**src/rtl/spi_cmd_frontend.sv**
```systemverilog
// SPI mode-0 command front end: deserialises {oper, argA, argB} frames, launches the
// execution unit, and returns the registered {result, flags} word during the next frame.
module spi_cmd_frontend #(
    parameter int N = 4,
    parameter int M = 4
) (
    input  logic         i_clk,
    input  logic         i_rst,
    input  logic         i_sclk,
    input  logic         i_cs_n,
    input  logic         i_mosi,
    output logic         o_miso,
    output logic [N-1:0] o_oper,
    output logic [M-1:0] o_argA,
    output logic [M-1:0] o_argB,
    output logic         o_start,
    input  logic [M-1:0] i_result,
    input  logic         i_OF,
    input  logic         i_BF,
    input  logic         i_PF,
    input  logic         i_VF,
    output logic         o_busy,
    output logic         o_frame_err
);

    localparam int F  = N + 2 * M;
    localparam int RW = M + 4;
    localparam int CW = $clog2(F + 1);

    localparam logic [2:0] IDLE    = 3'd0;
    localparam logic [2:0] SHIFT   = 3'd1;
    localparam logic [2:0] EXEC    = 3'd2;
    localparam logic [2:0] CAPTURE = 3'd3;
    localparam logic [2:0] WAIT_CS = 3'd4;

    logic [2:0]    state;
    logic [CW-1:0] bit_cnt;
    logic [F-1:0]  rx;
    logic [F-1:0]  tx;
    logic [F-1:0]  tx_load;
    logic [RW-1:0] resp;

    logic [1:0] sclk_sync;
    logic [1:0] cs_sync;
    logic [1:0] mosi_sync;
    logic       sclk_prev;
    logic       cs_prev;

    logic sclk_rise;
    logic sclk_fall;
    logic cs_fall;
    logic cs_rise;

    // cs idles high, so its synchronizer and edge history reset to 1 to avoid a phantom edge
    always_ff @(posedge i_clk or posedge i_rst) begin
        if (i_rst) begin
            sclk_sync <= 2'b00;
            cs_sync   <= 2'b11;
            mosi_sync <= 2'b00;
            sclk_prev <= 1'b0;
            cs_prev   <= 1'b1;
        end else begin
            sclk_sync <= {sclk_sync[0], i_sclk};
            cs_sync   <= {cs_sync[0], i_cs_n};
            mosi_sync <= {mosi_sync[0], i_mosi};
            sclk_prev <= sclk_sync[1];
            cs_prev   <= cs_sync[1];
        end
    end

    assign sclk_rise = sclk_sync[1] & ~sclk_prev;
    assign sclk_fall = ~sclk_sync[1] & sclk_prev;
    assign cs_fall   = ~cs_sync[1] & cs_prev;
    assign cs_rise   = cs_sync[1] & ~cs_prev;

    always_comb begin
        tx_load = '0;
        tx_load[F-1 -: RW] = resp;
    end

    always_ff @(posedge i_clk or posedge i_rst) begin
        if (i_rst) begin
            state       <= IDLE;
            bit_cnt     <= '0;
            rx          <= '0;
            tx          <= '0;
            resp        <= '0;
            o_oper      <= '0;
            o_argA      <= '0;
            o_argB      <= '0;
            o_start     <= 1'b0;
            o_frame_err <= 1'b0;
        end else begin
            o_start     <= 1'b0;
            o_frame_err <= 1'b0;
            if (state != IDLE && sclk_fall) begin
                tx <= {tx[F-2:0], 1'b0};
            end
            case (state)
                IDLE: begin
                    if (cs_fall) begin
                        state   <= SHIFT;
                        bit_cnt <= '0;
                        tx      <= tx_load;
                    end
                end
                SHIFT: begin
                    if (cs_rise) begin
                        state       <= IDLE;
                        o_frame_err <= 1'b1;
                    end else if (sclk_rise) begin
                        rx <= {rx[F-2:0], mosi_sync[1]};
                        if (bit_cnt < CW'(F)) begin
                            bit_cnt <= bit_cnt + 1'b1;
                        end
                        if (bit_cnt == CW'(F - 1)) begin
                            state <= EXEC;
                        end
                    end
                end
                EXEC: begin
                    o_oper  <= rx[F-1 -: N];
                    o_argA  <= rx[2*M-1 -: M];
                    o_argB  <= rx[M-1:0];
                    o_start <= 1'b1;
                    state   <= CAPTURE;
                end
                CAPTURE: begin
                    resp  <= {i_result, i_OF, i_BF, i_PF, i_VF};
                    state <= WAIT_CS;
                end
                WAIT_CS: begin
                    // Level test also catches a cs release that landed during EXEC/CAPTURE
                    if (cs_sync[1]) begin
                        state <= IDLE;
                    end
                end
                default: state <= IDLE;
            endcase
        end
    end

    assign o_busy = (state != IDLE);
    assign o_miso = o_busy & ~cs_sync[1] & tx[F-1];

endmodule

```
**config.mk**
```make
export PLATFORM = sky130hd
export DESIGN_NAME = spi_cmd_frontend
export DESIGN_NICKNAME = d
export VERILOG_FILES = /design/src/rtl/spi_cmd_frontend.sv
export SDC_FILE = /design/constraint.sdc
export NUM_CORES = 1
export LEC_CHECK = 0
export ABC_AREA = 1
export CELL_PAD_IN_SITES_DETAIL_PLACEMENT = 1
export CELL_PAD_IN_SITES_GLOBAL_PLACEMENT = 1
export CORE_ASPECT_RATIO = 1.2
export CORE_MARGIN = 1.5
export CORE_UTILIZATION = 38
export DETAILED_ROUTE_END_ITERATION = 8
export HOLD_SLACK_MARGIN = 0.03
export PLACE_DENSITY_LB_ADDON = 0.1
export SYNTH_ARGS = -nofsm -noshare
export SYNTH_HDL_FRONTEND = slang
export SYNTH_SLANG_ARGS = --single-unit
export TNS_END_PERCENT = 1
```
**constraint.sdc**
```tcl
create_clock -name i_clk -period 1.7 [get_ports i_clk]
set_input_delay 0.34 -clock i_clk [delete_from_list [all_inputs] [get_ports i_clk]]
set_output_delay 0.34 -clock i_clk [all_outputs]
set_load 0.005 [all_outputs]
```
==> run metrics <==
global placer's final weighted congestion 0.733; clock-pin slew on the worst setup and hold paths 0.07 ns; Mapped Area 2570 um^2; # clock sinks 61; FF+latch count, synth 61; root buf cell clkbuf_8; synth top area cells dfrtp_1 56%, nand2_1 9.5%, nand3_1 6.4%, inv_1 3.8%, o21ai_2 3.7%; Slew Viols, Final 0; top-area cell type share of the netlist area 0.564; pre-CTS WS 0.134 ns; CP Launch Type flop; most used flip-flop cell after synthesis dfrtp_1; die area 7280 um^2; Area Growth Syn to Fin 26.1%; worst hold-check path type in2async; Synth area leader dfrtp_1; fin crit share 0.951; Syn Inst Count 262; Post-synth EDFFs 0; via count 1909; DR vias/cell 4.83; router iterations before antenna repair 4; final wirelength 5.53 mm; Pwr Total 5.18 mW; Pwr Density 1590 nW/um^2; DRC viols 0; gr usage total 0.176; Yosys Warn Count 0; multiplexer share of the synthesized area 0.0350; Leak 1.53 nW; Num CTS Buffers 9; initial antenna violation count 0; Worst-Margin Slew 0.398 ns; Post-Route Setup TNS 0 ns; Synth Area in Simple Gates 0.227; status complete, no violations; htree depth 3; DR iter-0 viols 79; DRT antenna net count 0; Detailed Place HPWL 3.58 mm; f_max 619 MHz; Worst slew margin 0.735; critical path data arrival time 1.28 ns; Netlist cell types 26; final setup violation count 0; Max FO, Critical Path 5; Required @ worst endpoint 1.36 ns; Worst Path Class, Setup reg2out; Core Area 6490 um^2; # diodes 0; Final #Nets 319; ys async rst share 1.00; sequential element share of the synthesized area 0.594; Min Clock Period, post-route 1.62 ns; Worst Slack Setup Final 0.0836 ns; Synth Area in Compound Gates 0.0705; Fillers 750; vias in the first global route 2107; hold_buf cts 0; number of placed I/O pins 29; Rows 32; Crit. End Element output port; drt wl/cell 14.0 um; post-synthesis adder-cell area fraction 0.00486; CTS tree done; Port Buffers 28; Die Y 93.2 um; Max VDD drop 0.700 mV; largest net degree at the start of global routing 27; Final Skew 0.00436 ns; total gr overflow 0; first-pass GRT wire length 9.67 mm; largest family of logic cells by synthesized area simple AND/OR/NAND/NOR gates; syn avg cell area 9.83 um^2; Clock Latency Late Sink 0.35 ns; fraction of layout cells with a size suffix above 1 0.200; Hold Violations, Final 0; die span in x 78.1 um; RSZ-0062 raised after global routing no; Initial Util 0.397; Max-Cap Viols 0; XOR/XNOR share of the synthesized area 0.00340; Mapped Nets 276; clk buf depth 2
-- power breakdown --
part	leakage (nW)	total [mW]	switching, mW	internal, mW
sequential	0.780	2.14	0.259	1.88
clock	0.106	1.37	0.576	0.795
combinational	0.644	1.67	0.904	0.765
total	1.53	5.18	1.74	3.44
-- Yosys cell counts, types with 2 or more instances --
cell	number
nor2_1	15
o21ai_1	11
buf_6	2
dfrtp_1	58
clkbuf_1	2
nand2_1	65
o21ai_0	3
a21oi_1	3
nor2_4	2
dfstp_2	3
mux2_2	8
buf_2	5
o21ai_2	11
nand3_1	33
inv_1	26
inv_2	3
nand3_2	2
nand3b_1	2
-- state kept, by name, indices dropped and copies added, names as in the netlist --
signal       cells
resp             8
o_argA           4
o_frame_err      1
cs_prev          1
o_oper           4
mosi_sync        2
cs_sync          2
o_argB           4
rx              12
o_start          1
tx              12
sclk_sync        2
state            3
bit_cnt          4
sclk_prev        1
-- final timing paths --
path / start / to / slack (ns) / depth (start not counted)
worst max-delay path: state[0]$_DFFE_PP0P_ / o_miso / 0.08 / 5
min in group i_clk: mosi_sync[0]$_DFF_PP0_ / mosi_sync[1]$_DFF_PP0_ / 0.35 / 0
worst min-delay path: i_rst / o_argA[0]$_DFFE_PP0N_ / 0.29 / 2
worst max register to register: state[0]$_DFFE_PP0P_ / tx[10]$_DFF_PP0_ / 0.13 / 7
max in group asynchronous: i_rst / cs_sync[0]$_DFF_PP1_ / 0.92 / 3
worst min register to register: mosi_sync[0]$_DFF_PP0_ / mosi_sync[1]$_DFF_PP0_ / 0.35 / 0
-- critical path, stage by stage, from the launching register on --
cell             delay (ns)
dfrtp_1                0.41
nor2_4                 0.16
nand2_4                0.08
nand2_1                0.06
nor2_1                 0.04
clkdlybuf4s15_1        0.19
-- cells in the final DEF, fill, tap and decap left out, types with 3 or more instances in the layout --
cell type        count
dfrtp_1             58
o21ai_2             11
buf_4               11
mux2_2               8
inv_1               25
o21ai_0              3
nand2_1             65
a21oi_1              3
clkbuf_8            12
clkdlybuf4s50_1     26
nor2_1              15
inv_2                3
dfstp_2              3
o21ai_1             11
nand3_1             33
-- layout make-up --
type	instances	area [um^2]	share of cell area
clock buffer	13	169	0.0520
clock inverter	3	42.5	0.0131
inverter	30	116	0.0358
multi-input combinational	162	882	0.272
sequential	61	1530	0.471
tap	85	106	0.0327
timing repair buffer	41	402	0.124
-- repair_timing --
| action | CTS | global route |
|---|---|---|
| pin swaps | 0 | 2 |
| endpoints found under the setup margin | 2 | 1 |
| resized for setup | 3 | 1 |
| setup buffers | 2 | 3 |
-- per-layer routing --
layer | part of all wire | vias to the layer above | global-route usage
met1 | 0.44 | 954 | 0.207
met3 | 0.042 | 10 | 0.0556
li1 | - | 922 | -
met4 | 0.024 | 0 | 0.0938
met5 | 0 | - | 0
met2 | 0.49 | 23 | 0.285
-- stage by stage --
step	utilization	hold slack, ns	cell area [um^2]	instances
after global routing	0.501	0.310	3250	395
after CTS	0.497	0.294	3220	392
after global placement	0.462	0.336	3000	374
after floorplan	-	0.331	2580	262
final	0.501	0.292	3250	395
after detailed placement	0.462	0.340	3000	374
-- cell families after synthesis --
kind of cell / count (synthesis)
AND/OR/NAND/NOR: 124
AO/OA/AOI/OAI: 28
multiplexers: 8
adder cells (fa/ha/maj): 1
buffers and inverters: 39
flip-flops: 61
XOR/XNOR: 1
Power figures use the tool's default switching activity.
